<file path="config.mk">
export PLATFORM = sky130hd
export DESIGN_NAME = pipe_stage_reg
export DESIGN_NICKNAME = d
export VERILOG_FILES = /design/src/rtl/piperg_pkg.sv /design/src/rtl/pipe_skid_buf.sv /design/src/rtl/pipe_stage_reg.sv
export SDC_FILE = /design/constraint.sdc
export NUM_CORES = 1
export LEC_CHECK = 0
export CORE_UTILIZATION = 55
export DETAILED_ROUTE_END_ITERATION = 8
export DONT_BUFFER_PORTS = 1
export GPL_ROUTABILITY_DRIVEN = 0
export PLACE_DENSITY = 0.73
export SYNTH_ARGS = -nofsm -noshare
export SYNTH_HDL_FRONTEND = slang
export SYNTH_SLANG_ARGS = --single-unit
</file>
<file path="constraint.sdc">
create_clock -name clk -period 1.8 [get_ports clk]
set_input_delay 0.36 -clock clk [delete_from_list [all_inputs] [get_ports clk]]
set_output_delay 0.36 -clock clk [all_outputs]
set_load 0.005 [all_outputs]
</file>
<file path="src/rtl/piperg_pkg.sv">
// Shared definitions for the pipeline stage registers: the stage-slot state
// encoding, default payload widths and the control-word field positions that
// every stage instance agrees on.
package piperg_pkg;

  typedef enum logic [1:0] {
    ST_EMPTY = 2'd0,
    ST_BUSY  = 2'd1,
    ST_FULL  = 2'd2
  } pipe_state_e;

  localparam int PIPE_DATA_W = 64;
  localparam int PIPE_CTRL_W = 16;

  // Control-word layout shared by the IF/ID, ID/EX, EX/MEM and MEM/WB stages
  localparam int CTRL_MEMWR_BIT = 0;
  localparam int CTRL_REGWR_BIT = 1;
  localparam int CTRL_WBSEL_LSB = 2;
  localparam int CTRL_WBSEL_W   = 2;
  localparam int CTRL_FUNC3_LSB = 4;
  localparam int CTRL_FUNC3_W   = 3;

endpackage

</file>
<file path="src/rtl/pipe_skid_buf.sv">
// One-entry skid buffer for a pipeline stage register. It holds the
// instruction that was accepted while the downstream stage stalled, together
// with an occupied flag. A clear (flush) empties it without touching the data.
module pipe_skid_buf
  import piperg_pkg::*;
#(
  parameter int DATA_W = PIPE_DATA_W,
  parameter int CTRL_W = PIPE_CTRL_W
) (
  input  logic              clk,
  input  logic              rst,
  input  logic              clear,
  input  logic              load,
  input  logic              pop,
  input  logic [CTRL_W-1:0] in_ctrl,
  input  logic [DATA_W-1:0] in_data,
  output logic              full,
  output logic [CTRL_W-1:0] skid_ctrl,
  output logic [DATA_W-1:0] skid_data
);

  // Occupied flag: reset and clear win, then a capture, then a drain
  always_ff @(posedge clk) begin
    if (rst || clear) begin
      full <= 1'b0;
    end else if (load) begin
      full <= 1'b1;
    end else if (pop) begin
      full <= 1'b0;
    end
  end

  // Payload storage, only written when a stalled instruction is captured
  always_ff @(posedge clk) begin
    if (rst) begin
      skid_ctrl <= '0;
      skid_data <= '0;
    end else if (load) begin
      skid_ctrl <= in_ctrl;
      skid_data <= in_data;
    end
  end

endmodule

</file>
<file path="src/rtl/pipe_stage_reg.sv">
// Generic pipeline stage register with valid/ready handshake, flush and a
// bubble control value forced whenever the output slot is empty.
// Optional feature macro: PIPEREG_SKID_EN. When defined, a one-entry skid
// buffer is built and in_ready is a decode of the registered state; when
// undefined, in_ready = out_ready | ~out_valid and skid_full is tied low.
module pipe_stage_reg
  import piperg_pkg::*;
#(
  parameter int                DATA_W      = PIPE_DATA_W,
  parameter int                CTRL_W      = PIPE_CTRL_W,
  parameter logic [CTRL_W-1:0] CTRL_BUBBLE = '0
) (
  input  logic              clk,
  input  logic              rst,
  input  logic              in_valid,
  output logic              in_ready,
  input  logic [CTRL_W-1:0] in_ctrl,
  input  logic [DATA_W-1:0] in_data,
  input  logic              flush,
  output logic              out_valid,
  input  logic              out_ready,
  output logic [CTRL_W-1:0] out_ctrl,
  output logic [DATA_W-1:0] out_data,
  output logic              skid_full
);

  pipe_state_e state;
  pipe_state_e state_n;
  logic        transfer;
  logic        load_out;

  assign transfer  = in_valid & in_ready;
  assign out_valid = (state != ST_EMPTY);

`ifdef PIPEREG_SKID_EN
  logic              skid_load;
  logic              load_from_skid;
  logic              skid_occ;
  logic [CTRL_W-1:0] skid_ctrl;
  logic [DATA_W-1:0] skid_data;

  assign in_ready  = (state != ST_FULL);
  assign skid_full = skid_occ;

  pipe_skid_buf #(
    .DATA_W (DATA_W),
    .CTRL_W (CTRL_W)
  ) u_skid (
    .clk       (clk),
    .rst       (rst),
    .clear     (flush),
    .load      (skid_load),
    .pop       (load_from_skid),
    .in_ctrl   (in_ctrl),
    .in_data   (in_data),
    .full      (skid_occ),
    .skid_ctrl (skid_ctrl),
    .skid_data (skid_data)
  );
`else
  assign in_ready  = out_ready | ~out_valid;
  assign skid_full = 1'b0;
`endif

  // Next-state and load decisions; flush overrides every handshake outcome
  always_comb begin
    state_n  = state;
    load_out = 1'b0;
`ifdef PIPEREG_SKID_EN
    skid_load      = 1'b0;
    load_from_skid = 1'b0;
`endif
    case (state)
      ST_EMPTY: begin
        if (transfer) begin
          load_out = 1'b1;
          state_n  = ST_BUSY;
        end
      end
      ST_BUSY: begin
        if (out_ready) begin
          if (transfer) begin
            load_out = 1'b1;
          end else begin
            state_n = ST_EMPTY;
          end
        end
`ifdef PIPEREG_SKID_EN
        else if (transfer) begin
          skid_load = 1'b1;
          state_n   = ST_FULL;
        end
`endif
      end
      ST_FULL: begin
`ifdef PIPEREG_SKID_EN
        if (out_ready) begin
          load_from_skid = 1'b1;
          state_n        = ST_BUSY;
        end
`else
        state_n = ST_EMPTY;
`endif
      end
      default: state_n = ST_EMPTY;
    endcase
    if (flush) begin
      state_n  = ST_EMPTY;
      load_out = 1'b0;
`ifdef PIPEREG_SKID_EN
      skid_load      = 1'b0;
      load_from_skid = 1'b0;
`endif
    end
  end

  // State and output slot; an emptied slot shows the bubble, data just holds
  always_ff @(posedge clk) begin
    if (rst) begin
      state    <= ST_EMPTY;
      out_ctrl <= CTRL_BUBBLE;
      out_data <= '0;
    end else begin
      state <= state_n;
      if (load_out) begin
        out_ctrl <= in_ctrl;
        out_data <= in_data;
      end
`ifdef PIPEREG_SKID_EN
      else if (load_from_skid) begin
        out_ctrl <= skid_ctrl;
        out_data <= skid_data;
      end
`endif
      else if (state_n == ST_EMPTY) begin
        out_ctrl <= CTRL_BUBBLE;
      end
    end
  end

endmodule
</file>
==> impl_metrics.csv <==
group,metric,value,unit
clock_network,cts_tree,"yes",
logic_synthesis,synth.area.top_cells,"dfxtp_1 (48%), nand2b_1 (23%), mux2i_1 (19%), a22o_1 (4.1%), buf_4 (1.7%)",
die,die_width,81.2,µm
grt,antenna_found_initial,0,
final_layout,fill_cells,505,
place,dpl.cell_count,380,
timing,fmax,0.647,GHz
drt,antenna_violating_nets_post_route,0,
clock_network,clkSlewWorstSetupHoldPaths,0.09,ns
drt,vias,2089,
clock_network,clock-sinks,82,
logic_synthesis,synth_top_area_cell,"dfxtp_1",
final_layout,final_cell_area,0.00366,mm²
grt,grt_pass1_vias,1874,
power_and_ir_drop,p_sw_frac,0.246,
min_path,hold_class,"input pin to flop",
place,io_buffers,0,
power_and_ir_drop,p_seq_frac,0.574,
logic_synthesis,synth_cell_types,15,
final_layout,nets,401,
timing,finClkSkew,0.0122,ns
die,rows,28,
clock_network,cts_buffers,9,
logic_synthesis,syn_avg_cell_area,10.6,µm²
logic_synthesis,yosysWarningCount,0,
drt,routed_wirelength,6090,µm
setup_path,critPathCaptureType,"flop",
final_layout,drive_gt1_frac,0.0810,
clock_network,postCtsSetupBuffers,0,
timing,rsz0062_at_grt,"false",
setup_path,crit_type,"flop to flop",
timing,finalSetupTns,0,ns
clock_network,cts_resized,0,
grt,grt.overflow.total,0,
drt,drcViolationCount,0,
timing,setup_viol,0,
timing,min_period,1.55,ns
setup_path,critPathRequiredTime,2.05,ns
logic_synthesis,ys_seq_area_frac,0.476,
power_and_ir_drop,p_clk_frac,0.368,
die,die_area,0.00659,mm²
power_and_ir_drop,switchingPower,0.822,mW
timing,finalMaxSlewViolations,0,
final_layout,syn2layout_area_growth,6.28,%
final_layout,fin_cells,396,
clock_network,htreeDepth,3,
drt,vias_per_cell,5.28,
drt,wl_per_cell,15.4,µm
drt,dr.pass1.iters,4,
run,drv_cap,0,
grt,grt_first_pass_wirelength,8650,µm
logic_synthesis,synth_area,0.00345,mm²
clock_network,cts_root_buf,"clkbuf_8",
logic_synthesis,synthCells,324,
final_layout,n_antenna_cell,0,
logic_synthesis,yosysTopAreaCellShare,0.476,
place,dpl_cell_area,0.00348,mm²
power_and_ir_drop,power.share.combinational,0.057,
die,core-area,0.00599,mm²
clock_network,cts_hold_buf,0,
grt,grt_max_degree,130,
grt,grtUsageTotal,0.176,
timing,hold_viol,0,
place,dp_hpwl,4110,µm
clock_network,clockBufferDepth,2,
setup_path,worst-path-max-fanout,30,
power_and_ir_drop,intPower,2.52,mW
setup_path,crit_arrival,1.80,ns
power_and_ir_drop,ir_worst_vdd,0.435,mV
setup_path,cp-start-kind,"flop",
die,initial_core_util,0.576,
timing,period_share,0.859,
power_and_ir_drop,powerDensity,911,mW/mm²
drt,drt_iter0_markers,63,
status,status,"complete, no violations",
power_and_ir_drop,p_leak,1.30,nW
logic_synthesis,ys_ff_latch,82,
final_layout,seq_area,0.00164,mm²
clock_network,clk_latency,0.35,ns
final_layout,multi_input_area,0.00169,mm²
die,top_level_ports,168,
die,die_h,81.2,µm
==> layer usage <==
metal / vias up / share of wire / global-route usage
li1: 1047 / - / -
met1: 928 / 0.42 / 0.192
met4: 0 / 0.018 / 0.0929
met2: 103 / 0.45 / 0.275
met3: 11 / 0.11 / 0.0955
met5: - / 0 / 0
==> stage by stage <==
step / util / setup WS [ns] / hold WS (ns) / power, mW
floorplan: - / 0.373 / 0.465 / 2.15
global placement: 0.581 / 0.382 / 0.476 / 2.15
detailed placement: 0.581 / 0.321 / 0.481 / 2.16
CTS: 0.612 / 0.286 / 0.112 / 3.39
global route: 0.612 / 0.191 / 0.0947 / 3.51
finish: 0.612 / 0.254 / 0.129 / 3.34
==> final timing paths <==
kind,cells after the start,slack [ns],endpoint,start
worst min-delay path,2,0.13,state[0],in_valid
worst max-delay path,4,0.25,out_data[26],state[0]
worst min register to register,2,0.49,out_data[8],out_data[8]
worst max register to register,4,0.25,out_data[26],state[0]
==> sequential cells by signal, summed over array words and instances (netlist names) <==
register / cells
state: 2
out_data: 64
out_ctrl: 16
==> cell usage in the layout (no fill, tap or decap), types with 2 or more instances in the layout <==
master / netlist / routed
mux2i_1: 64 / 64
nor2_1: 2 / 2
nand2b_1: 129 / 129
conb_1: 1 / 2
a22o_1: 16 / 16
clkinv_4: 0 / 2
inv_6: 0 / 4
clkbuf_8: 0 / 9
dfxtp_1: 82 / 82
buf_4: 8 / 2
buf_12: 0 / 2
nor3b_4: 2 / 2
==> area by class of cell <==
cell class	instances	share of cell area
tap	75	0.0256
sequential	82	0.448
clock buffer	9	0.0338
clock inverter	7	0.0164
multi-input combinational	219	0.461
timing repair buffer	4	0.0150
==> synth_stat cells <==
library cell / instances
buf_2: 1
dfxtp_1: 82
or3_4: 1
nand2b_1: 129
nor2_1: 2
conb_1: 1
clkbuf_1: 14
mux2i_1: 64
nor4b_2: 1
buf_6: 1
nor3b_4: 2
a22o_1: 16
nor2b_2: 1
or2_2: 1
buf_4: 8
==> critical path: stages (launching register included) <==
cell and delay, ns:
dfxtp_1 0.32, nor2b_2 0.19, nor4b_4 0.36, buf_12 0.28, mux2i_1 0.28
==> power by group through the flow <==
stage                     Combinational, mW  Sequential [mW]  Clock [mW]
final                                 0.192             1.92        1.23
after detailed placement              0.195             1.96           0
after global placement                0.189             1.96           0
after CTS                             0.196             1.92        1.27
after floorplan                       0.200             1.95           0
after global routing                  0.211             1.93        1.37
==> cells by family (layout without fill, tap and decap cells) <==
group / Yosys count / in the layout / synth area share
AND/OR/NAND/NOR: 137 / 137 / 0.259
flip-flops: 82 / 82 / 0.476
multiplexers: 64 / 64 / 0.186
buffers and inverters: 24 / 20 / 0.0374
AO/OA/AOI/OAI: 16 / 16 / 0.0406
other: 1 / 2 / 0.00109
Note: power is estimated with default switching activity, not from simulation.
